--- src/rtl/hamming_stream_encoder.sv ---
// Two-stage elastic valid/ready Hamming encoder (even parity, parity bits at powers of two).
// Define HAMMING_SECDED_EN to append an overall-parity MSB that makes the codeword SECDED.
module hamming_stream_encoder #(
  parameter int DATA_W  = 8,
  parameter int COUNT_W = 16,
  localparam int PAR_W  = (DATA_W <= 4)  ? 3 :
                          (DATA_W <= 11) ? 4 :
                          (DATA_W <= 26) ? 5 : 6,
  localparam int CODE_W = DATA_W + PAR_W,
`ifdef HAMMING_SECDED_EN
  localparam int OUT_W  = CODE_W + 1
`else
  localparam int OUT_W  = CODE_W
`endif
) (
  input  logic               clk,
  input  logic               reset,
  input  logic               in_valid,
  output logic               in_ready,
  input  logic [DATA_W:1]    D,
  output logic               out_valid,
  input  logic               out_ready,
  output logic [OUT_W:1]     hammingCode,
  output logic [COUNT_W-1:0] word_count
);

  logic                      r_s1_valid;
  logic [DATA_W:1]           r_s1_data;
  logic                      r_out_valid;
  logic [OUT_W:1]            r_out_code;
  logic [COUNT_W-1:0]        r_word_count;

  logic                      w_out_ready_int;
  logic                      w_s1_ready;
  logic [CODE_W:1]           w_data_pos;
  logic [PAR_W-1:0][CODE_W:1] w_terms;
  logic [PAR_W-1:0]          w_par;
  logic [CODE_W:1]           w_code;
  logic [OUT_W:1]            w_code_full;

  // Each stage accepts when empty or when its current word leaves this cycle.
  assign w_out_ready_int = !r_out_valid || out_ready;
  assign w_s1_ready      = !r_s1_valid || w_out_ready_int;
  assign in_ready        = w_s1_ready;

  // Position p is a data slot unless it is a power of two; the data index is p
  // minus the number of powers of two at or below p.
  for (genvar p = 1; p <= CODE_W; p++) begin : g_pos
    if ((p & (p - 1)) != 0) begin : g_data
      assign w_data_pos[p] = r_s1_data[p - $clog2(p + 1)];
      assign w_code[p]     = w_data_pos[p];
    end else begin : g_parity
      assign w_data_pos[p] = 1'b0;
      assign w_code[p]     = w_par[$clog2(p)];
    end
    for (genvar k = 0; k < PAR_W; k++) begin : g_cover
      if (((p >> k) & 1) == 1) begin : g_in
        assign w_terms[k][p] = w_data_pos[p];
      end else begin : g_out
        assign w_terms[k][p] = 1'b0;
      end
    end
  end

  for (genvar k = 0; k < PAR_W; k++) begin : g_par
    assign w_par[k] = ^w_terms[k];
  end

`ifdef HAMMING_SECDED_EN
  assign w_code_full = {^w_code, w_code};
`else
  assign w_code_full = w_code;
`endif

  // NOTE: state registers use non-blocking assignments so every stage samples
  // the pre-edge values of its neighbours, which is what makes drain+load safe.
  always_ff @(posedge clk) begin
    if (reset) begin
      r_s1_valid   <= 1'b0;
      r_out_valid  <= 1'b0;
      r_out_code   <= '0;
      r_word_count <= '0;
    end else begin
      if (w_s1_ready) begin
        r_s1_valid <= in_valid;
      end
      if (w_out_ready_int) begin
        r_out_valid <= r_s1_valid;
        if (r_s1_valid) begin
          r_out_code <= w_code_full;
        end
      end
      if (r_out_valid && out_ready) begin
        r_word_count <= r_word_count + 1'b1;
      end
    end
  end

  // NOTE: the s1 data register carries no reset; r_s1_valid qualifies it, so
  // its contents after reset are never observed.
  always_ff @(posedge clk) begin
    if (w_s1_ready && in_valid) begin
      r_s1_data <= D;
    end
  end

  assign out_valid   = r_out_valid;
  assign hammingCode = r_out_code;
  assign word_count  = r_word_count;

`ifndef SYNTHESIS
  a_stall_hold: assert property (@(posedge clk) disable iff (reset)
    (r_out_valid && !out_ready) |=> (r_out_valid && $stable(r_out_code)));
`endif

endmodule

--- config.mk ---
export PLATFORM = sky130hd
export DESIGN_NAME = hamming_stream_encoder
export DESIGN_NICKNAME = d
export VERILOG_FILES = /design/src/rtl/hamming_stream_encoder.sv
export SDC_FILE = /design/constraint.sdc
export NUM_CORES = 1
export LEC_CHECK = 0
export BUFFER_PORTS_ARGS = -buffer_cell sky130_fd_sc_hd__buf_2
export CORE_MARGIN = 4
export CORE_UTILIZATION = 25
export DETAILED_ROUTE_END_ITERATION = 7
export HOLD_SLACK_MARGIN = 0.08
export PLACE_DENSITY_LB_ADDON = 0.3
export SLEW_MARGIN = 20
export SYNTH_ARGS = -nofsm -noshare
export SYNTH_HDL_FRONTEND = slang
export SYNTH_SLANG_ARGS = --single-unit
--- constraint.sdc ---
create_clock -name clk -period 2.2 [get_ports clk]
set_input_delay 0.22 -clock clk [delete_from_list [all_inputs] [get_ports clk]]
set_output_delay 0.22 -clock clk [all_outputs]
set_load 0.02 [all_outputs]
---- Word-level counts from Yosys, hierarchy flattened ----
Cells that the tools add are included.
operators by class
  add/subtract/negate cells ............... 1
  reductions and logical operators ........ 11
operators with widths
  operator               number
  $reduce_xor 12->1      4
  $add 16x1->16 const B  1
  $logic_and 1x1->1      2
  $logic_not 1->1        2
  $logic_or 1x1->1       2
  $reduce_and 2->1       1
word-level totals
  register bits after elaboration ......... 38
  bits of input ports ..................... 12
  output and inout bits ................... 30
  logic and storage cells ................. 17

---- Depth between registers and ports, before layout ----
Gate-level depths: netlist of the first run.
  depth in word-level cells ............... 4
  gate-level depth with buffers ........... 5
  mapped depth without buffers ............ 5

---- Worst setup path before layout of the first run ----
No wires, ideal clock.
  path kind ............................... register to register
  start ................................... reg r_out_valid (netlist: out_valid)
  end ..................................... reg r_word_count[15] (netlist: word_count[15])
  setup time .............................. 0.121 ns
  data arrival time ....................... 1.640 ns
  data required time ...................... 2.079 ns
  path slack .............................. 0.439 ns
  cell stages (with the launch flop) ...... 5
  path buffers ............................ 0
  period minus slack after synthesis ...... 1.761 ns
  cells stage by stage .................... dfxtp_1 -> nand4_1 -> or3_1 -> nor3_1 -> mux2_2
on the way
  cells in the longest elaborated chain, start to end .. 1
ends and longest elaborated chain
  what                    RTL line  RTL
  start, declared         29        logic r_out_valid;
  start signal, assigned  88        r_out_valid <= r_s1_valid;
  $logic_and 1x1->1       93        if (r_out_valid && out_ready) begin
  end signal, assigned    94        r_word_count <= r_word_count + 1'b1;
  end, declared           31        logic [COUNT_W-1:0] r_word_count;
Every way passes these cells.
A chain may end at the register's enable or synchronous reset.

---- Worst setup path after layout of the first run ----
  start ................................... reg r_word_count[0] (netlist: word_count[0])
  end ..................................... reg r_word_count[14] (netlist: word_count[14])
on the way
  cells in the longest elaborated chain, start to end .. 1
ends and longest elaborated chain
  what           RTL line
  $add 16x1->16  94
Every way passes these cells.

==> impl_results.md, run 1 <==
- Hold Slack: 0.104 ns
- Largest net degree at the start of global routing: 22
- Critical Path Fanout Max: 7
- Die width: 87 µm
- Drt drc: 0
- Core area: 5990 µm²
- Unrepaired setup endpoints after global routing: false
- Final Skew: 0.00408 ns
- Starting Density: 0.260
- Met3 GRT Util: 0.0255
- Worst reg-to-reg setup slack: 0.51 ns
- Logic pwr share: 0.086
- Fin nets: 222
- Mapped Area: 1560 µm²
- Most common library cells after synthesis: dfxtp_1, nand2_1, nor2_1
- Max clock buf depth: 2
- Routed wire per std cell: 11.4 µm
- Die height: 87 µm
- GRT overflow: 0
- Worst slew pin tran: 0.429 ns
- CTS tree: done
- Clock Tree Root: clkbuf_8
- Kind of critical path: register to register
- CP bufs+invs: 0
- M2 GR Usage: 0.142
- Later-pin clock latency in the skew report: 0.29 ns
- Overall routed net length: 3.25 mm
- Detailed Place HPWL: 2.41 mm
- Post-synth top area cell: dfxtp_1
- Setup TNS: 0 ns
- CP max stage cell: or3_4
- Sw frac: 0.227
- Psw: 0.331 mW
- Rel. slew slack: 0.710
- Data arrival, critical path: 1.91 ns
- Prevailing post-synth register cell: dfxtp_1
- Via Count: 1200
- Total GRT Usage: 0.0952
- # resized after CTS: 0
- Hold WC Path Type: primary input to register
- P_leak: 0.782 nW
- Cell total after placement: 277
- Initial antenna violation count: 0
- Syn Nets: 176
- Antenna Cells: 0
- Power per cell area: 739 nW/µm²
- Max Cap Viol: 0
- Outcome: completed
- Detail Route Antenna Nets: 0
- Post-synth EDFFs: 8
- Layout cell share with drive strength beyond 1: 0.276
- Ratio of final minimum period to clock period: 0.769
- CP endpoint kind: register
- Family with the most delay on the worst path: simple AND/OR/NAND/NOR gates
- Synth unique cells: 29
- Ys async rst share: 0
- H-Tree Depth: 2
- Vias/cell: 4.21
- First-pass detailed-route iteration total: 3
- Grt met1 use: 0.123
- Yosys top cell area share: 0.385
- Area contributors post-synth: dfxtp_1, edfxtp_1, xnor2_1
- Clock Sinks: 38
- Fin. Hold Viols: 0
- Final setup viols: 0
- Max incr delay on CP: 0.42 ns
- Register area share after synthesis: 0.539
- Peak supply drop: 0.304 mV
- Max-slew violations: 0
- Clock network fraction of total power: 0.395
- Post-Syn Instances: 163
- Worst EP required: 2.42 ns
- Clock transition at path regs: 0.07 ns
- FMAX: 591 MHz
- Iteration-0 DRC Markers: 42
- # port buffers: 41
- First-pass GRT wire length: 5.56 mm
- Cell-internal power: 1.12 mW
- Die ar.: 7570 µm²
- Area growth from synthesis to layout: 26.3%
- Number of top-level pins: 42
- CTS Buf Count: 5
- Vias in the first global route: 1165
- Most frequent cell after synthesis: dfxtp_1
- Hold-fix buffers, CTS: 0
- Row count: 28
- Mean Syn Cell Area: 9.57 µm²
- Post-synthesis sequential element count: 38
- Busiest grt layer: met2
- Placer congestion estimate: 0.770
- Layout fillers: 655
- Buffer count from post-CTS setup fixing: 0
- Setup crit start kind: register
- Multi-input logic area: 684 µm²
- Sequential share of power: 0.520
- Ys Warns: 0
- Fin crit period: 1.69 ns
- Register Area: 841 µm²
- Crit-path cells: ha_1 > nand3_2 > or3_4 > or3_1 > a21oi_1
- Final Instance Count excl. Fillers: 285
==> registers in the layout (all words and copies together), names as in the netlist <==
signal       cells
r_s1_valid       1
hammingCode     12
word_count      16
out_valid        1
r_s1_data        8
==> per-layer routing <==
metal	part of all wire	up-vias
li1	-	641
met1	0.48	526
met2	0.44	26
met3	0.051	7
met4	0.026	0
met5	0	-
==> power by group through the flow <==
stage / clock network (mW) / logic (mW) / registers [mW]
after detailed placement: 0 / 0.128 / 0.773
after global routing: 0.625 / 0.140 / 0.760
after CTS: 0.603 / 0.128 / 0.757
after global placement: 0 / 0.127 / 0.773
after floorplan: 0 / 0.0683 / 0.788
final: 0.575 / 0.125 / 0.756
==> path summary, 6_finish.rpt <==
path,startpoint,end,cells after the start
hold / removal,D[2],r_s1_data[2],1
setup / recovery,word_count[0],word_count[14],5
hold reg to reg,hammingCode[3],hammingCode[3],2
setup reg to reg,word_count[0],word_count[14],5
==> worst register-to-register path, stage by stage, from the launching register on <==
cell and delay [ns]:
dfxtp_1 0.39, ha_1 0.18, nand3_2 0.16, or3_4 0.42
or3_1 0.35, a21oi_1 0.14
==> stage by stage <==
step	util	power, mW	setup WS [ns]	area, µm²
final	0.329	1.46	0.507	1970
after global routing	0.329	1.53	0.375	1970
after CTS	0.329	1.49	0.482	1970
after detailed placement	0.311	0.901	0.527	1860
after global placement	0.311	0.900	0.567	1860
after floorplan	-	0.857	0.439	1560
==> area by class of cell <==
class | instances | share of cell area
Multi-Input combinational cell | 116 | 0.347
Sequential cell | 38 | 0.427
Tap cell | 75 | 0.0476
Clock inverter | 3 | 0.0203
Inverter | 4 | 0.00762
Timing Repair Buffer | 44 | 0.116
Clock buffer | 5 | 0.0349
==> layout by cell type, fill, tap and decap left out, types with 2 or more instances in the layout <==
cell / netlist / final
inv_1: 4 / 4
a211oi_1: 2 / 2
nand3_2: 2 / 2
nand3_1: 4 / 4
xor2_1: 3 / 3
nand2_1: 27 / 27
dfxtp_1: 30 / 30
xnor2_1: 17 / 17
buf_4: 0 / 3
clkbuf_8: 0 / 5
a21oi_1: 15 / 15
buf_2: 1 / 41
edfxtp_1: 8 / 8
nor4_1: 3 / 3
nor2_1: 19 / 19
nor3_1: 3 / 3
or3_1: 3 / 3
nor2b_1: 3 / 3
mux2_2: 2 / 2
clkinv_2: 0 / 2
o21ai_0: 3 / 3
==> cell families (layout without fill, tap and decap cells) <==
group	Yosys count	count (layout)	share of synthesized area
buffers and inverters	9	56	0.0224
XOR/XNOR	21	21	0.127
multiplexers	2	2	0.0144
flip-flops	38	38	0.539
AO/OA/AOI/OAI	20	20	0.0674
AND/OR/NAND/NOR	72	72	0.222
adder cells (fa/ha/maj)	1	1	0.00802
(Power assumes the default switching activity.)
==> run 2: changes to the inputs <==
==> constraint.sdc (replaced) <==
create_clock -name clk -period 1.57 [get_ports clk]
set_input_delay 0.157 -clock clk [delete_from_list [all_inputs] [get_ports clk]]
set_output_delay 0.157 -clock clk [all_outputs]
set_load 0.02 [all_outputs]
==> impl_results.md, run 2 (synthesized netlist as in run 1, its figures left out) <==
- Max clock buf depth: 2
- Ratio of final minimum period to clock period: 0.971
- GRT overflow: 0
- Max Cap Viol: 0
- Fin nets: 240
- Drt drc: 0
- Via Count: 1262
- Antenna Cells: 0
- RR Endpoint: word_count[15]
- Vias/cell: 4.17
- Leading cell type in the layout, fill and taps excluded: buf_2
- Iteration-0 DRC Markers: 49
- Fin crit period: 1.52 ns
- Initial antenna violation count: 0
- Layout cell share with drive strength beyond 1: 0.355
- Core area: 5990 µm²
- Total design power: 1.90 mW
- P_leak: 0.857 nW
- Number of top-level pins: 42
- Die height: 87 µm
- Setup TNS: 0 ns
- Worst EP required: 1.75 ns
- CTS tree: done
- Worst reg-to-reg path cell count: 4
- Data arrival, critical path: 1.70 ns
- Clock Tree Root: clkbuf_8
- Overall routed net length: 3.54 mm
- Final setup viols: 0
- Routed wire per std cell: 11.7 µm
- Hold Slack: 0.0935 ns
- Setup crit start kind: register
- Worst r2r src: out_valid
- Final Skew: 0.00278 ns
- Critical Path Fanout Max: 6
- Worst reg-to-reg setup slack: 0.05 ns
- Largest net degree at the start of global routing: 22
- Die width: 87 µm
- Design area: 2160 µm²
- CP endpoint kind: register
- Fin. Hold Viols: 0
- First-pass detailed-route iteration total: 4
- Clock transition at path regs: 0.07 ns
- Row count: 28
- Fin util: 0.361
- Clock Sinks: 38
- Kind of critical path: register to register
- Power per cell area: 880 nW/µm²
- CP endpoint: word_count[15]
- Highest-count cells in the layout ignoring fill and taps: buf_2, nand2_1, dfxtp_1
- Starting Density: 0.260
- Detail Route Antenna Nets: 0
- Worst slew pin tran: 0.443 ns
- Total GRT Usage: 0.0958
- Layout fillers: 625
- First-pass GRT wire length: 5.63 mm
- Rel. slew slack: 0.705
- Peak supply drop: 0.359 mV
- H-Tree Depth: 2
- Max-slew violations: 0
- Outcome: completed
- Critical Path Start: out_valid
- Hold WC Path Type: primary input to register
- Largest register FFs: 16
- Placer congestion estimate: 0.698
- Later-pin clock latency in the skew report: 0.29 ns
- Detailed Place HPWL: 2.61 mm
- FMAX: 656 MHz
- Area growth from synthesis to layout: 38.6%
- CTS Buf Count: 5
- # port buffers: 41
- Vias in the first global route: 1245
- Die ar.: 7570 µm²
- Area after DPL: 1950 µm²
run 2: changes by cell type in the layout (fill, tap and decap cells not counted), sizes merged:
cell	before	now
buf	44	54
bufinv	1	0
clkinvlp	0	1
dlygate4sd3	0	8
run 2: layout make-up:
| class | instances | area [µm²] | area share |
|---|---|---|---|
| clock inverter | 3 | 16.3 | 0.00752 |
| tap | 75 | 93.8 | 0.0434 |
| inverter | 4 | 15.0 | 0.00694 |
| timing repair buffer | 62 | 395 | 0.183 |
| sequential | 38 | 860 | 0.398 |
| clock buffer | 5 | 68.8 | 0.0318 |
| multi-input combinational | 116 | 713 | 0.330 |
run 2: how the worst min path moves through the flow:
stage               startpoint      endpoint  cells after the start
floorplan                 D[1]  r_s1_data[1]                      0
global placement          D[5]  r_s1_data[5]                      1
detailed placement        D[6]  r_s1_data[6]                      1
CTS                   in_valid    r_s1_valid                      3
global route          in_valid    r_s1_valid                      3
finish                in_valid    r_s1_valid                      3
run 2: metrics by stage:
stage / worst slack [ns] / instances
floorplan: -0.0148 / 163
global placement: 0.0872 / 285
detailed placement: 0.0415 / 285
CTS: 0.0278 / 301
global route: -0.00802 / 303
finish: 0.0460 / 303
run 2: per-layer routing:
metal  wire (µm)  vias to the layer above  track usage
met5           0                        -            0
met4          39                        0       0.0425
met3         158                        2       0.0312
met2        1560                       28        0.147
met1        1780                      560        0.122
li1            -                      672            -
run 2: where the power goes:
group          switching, mW  total, mW  internal, mW
logic                  0.106      0.202        0.0958
clock network          0.340      0.644         0.304
registers             0.0268       1.06          1.03
run 2: worst max-delay path: stages, from the launching register on:
cell	delay, ns
dfxtp_4	0.37
nand4_1	0.13
or3_1	0.43
nor3_2	0.15
mux2_2	0.34
run 2: repair_timing:
item                                   in CTS  in global routing
resized for setup                           0                  6
hold buffers                                8                  0
setup endpoints to repair                   0                  2
buffers inserted                            0                  2
endpoints found under the hold margin       8                  0
==> run 3: changes to the inputs <==
--- a/config.mk
+++ b/config.mk
@@ -10,6 +10,7 @@
 export CORE_UTILIZATION = 25
 export DETAILED_ROUTE_END_ITERATION = 7
 export HOLD_SLACK_MARGIN = 0.08
+export MAX_ROUTING_LAYER = met4
 export PLACE_DENSITY_LB_ADDON = 0.3
 export SLEW_MARGIN = 20
 export SYNTH_ARGS = -nofsm -noshare
==> impl_results.md, run 3 (synthesized netlist as in run 1, its figures left out) <==
- Outcome: completed
- Max incr delay on CP: 0.43 ns
- GRT overflow: 0
- Hold WC Path Type: primary input to register
- Largest net degree at the start of global routing: 22
- Design area: 2160 µm²
- RR Endpoint: word_count[15]
- Worst slew pin tran: 0.444 ns
- Worst EP required: 1.75 ns
- Die height: 87 µm
- Critical Path Fanout Max: 6
- CP endpoint kind: register
- Max clock buf depth: 2
- Placer congestion estimate: 0.706
- Detailed Place HPWL: 2.61 mm
- First-pass detailed-route iteration total: 4
- Die width: 87 µm
- P_leak: 0.857 nW
- Highest-count cells in the layout ignoring fill and taps: buf_2, nand2_1, dfxtp_1
- Fin nets: 240
- Vias/cell: 4.18
- Max-slew violations: 0
- Final Skew: 0.00523 ns
- First-pass GRT wire length: 5.63 mm
- H-Tree Depth: 2
- Kind of critical path: register to register
- Worst reg-to-reg setup slack: 0.05 ns
- Detail Route Antenna Nets: 0
- Overall routed net length: 3.53 mm
- Hold Path End: r_s1_valid
- Family with the most delay on the worst path: simple AND/OR/NAND/NOR gates
- Die ar.: 7570 µm²
- CTS Buf Count: 5
- Final setup viols: 0
- Vias in the first global route: 1246
- Peak supply drop: 0.359 mV
- Fin. Hold Viols: 0
- Ratio of final minimum period to clock period: 0.971
- Clock Tree Root: clkbuf_8
- Initial antenna violation count: 0
- CTS tree: done
- Largest register FFs: 16
- Leading cell type in the layout, fill and taps excluded: buf_2
- Total GRT Usage: 0.0984
- Area after DPL: 1950 µm²
- Max Cap Viol: 0
- Core area: 5990 µm²
- Via Count: 1266
- Worst r2r src: out_valid
- Area growth from synthesis to layout: 38.6%
- Worst Hold Depth: 3
- Antenna Cells: 0
- Setup TNS: 0 ns
- CP bufs+invs: 0
- FMAX: 656 MHz
- Data arrival, critical path: 1.70 ns
- Layout cell share with drive strength beyond 1: 0.355
- Routed wire per std cell: 11.7 µm
- Row count: 28
- Worst reg-to-reg path cell count: 4
- Number of top-level pins: 42
- Iteration-0 DRC Markers: 45
- Setup crit start kind: register
- Starting Density: 0.260
- # port buffers: 41
- Crit-path cells: nand4_1 > or3_1 > nor3_2 > mux2_2
- Layout fillers: 625
- CP max stage cell: or3_1
- Later-pin clock latency in the skew report: 0.29 ns
- Clock transition at path regs: 0.07 ns
- Drt drc: 0
- Rel. slew slack: 0.704
- Fin crit period: 1.52 ns
- Worst Hold Launch: in_valid
- Power per cell area: 881 nW/µm²
- Total design power: 1.90 mW
- Clock Sinks: 38
run 3: cell counts in the layout (fill, tap and decap cells not counted):
Identical to the previous run, type by type.
run 3: how the worst max path moves through the flow:
stage                             start              to  slack, ns  cells after the start
after floorplan           word_count[0]  word_count[14]      -0.01                      5
after detailed placement      out_valid  word_count[15]       0.04                      4
after global routing          out_valid  word_count[15]     -0.008                      4
after CTS                     out_valid  word_count[15]       0.03                      4
after global placement    word_count[0]  word_count[14]       0.09                      5
final                         out_valid  word_count[15]       0.05                      4
run 3: repair_timing:
action / CTS / global route
hold endpoints to repair: 8 / 0
setup endpoints to repair: 0 / 2
hold buffers: 8 / 0
setup buffers: 0 / 2
resized for setup: 0 / 6
run 3: layout make-up:
cell class              instances  area (µm²)  area share
multi-input cells             116         713       0.330
repair buffers                 62         395       0.183
well taps                      75        93.8      0.0434
flip-flops and latches         38         860       0.398
inverters                       4        15.0     0.00694
clock buffers                   5        68.8      0.0318
clock inverters                 3        16.3     0.00752
run 3: where the power goes:
group	leakage, nW	switching, mW	internal, mW
registers	0.327	0.0266	1.03
logic	0.488	0.106	0.0958
clock network	0.0416	0.342	0.304
run 3: tightest hold or removal path, delay by kind of cell:
| kind | cells | cell delay (ns) |
|---|---|---|
| AO/OA/AOI/OAI | 1 | 0.04 |
| buffers and inverters | 1 | 0.09 |
| AND/OR/NAND/NOR | 1 | 0.07 |
run 3: layer usage:
metal  vias up  track usage  part of all wire
li1        670            -                 -
met1       564        0.124              0.51
met2        27        0.147              0.44
met3         5       0.0274             0.033
met4         0       0.0425             0.017
met5         -            -                 0
run 3: metrics by stage:
step                 util  hold WS [ns]  setup WS [ns]  instances
floorplan               -         0.256        -0.0148        163
global placement    0.326         0.335         0.0872        285
detailed placement  0.326         0.335         0.0415        285
CTS                 0.354        0.0848         0.0278        301
global route        0.361         0.115       -0.00802        303
finish              0.361        0.0939         0.0457        303
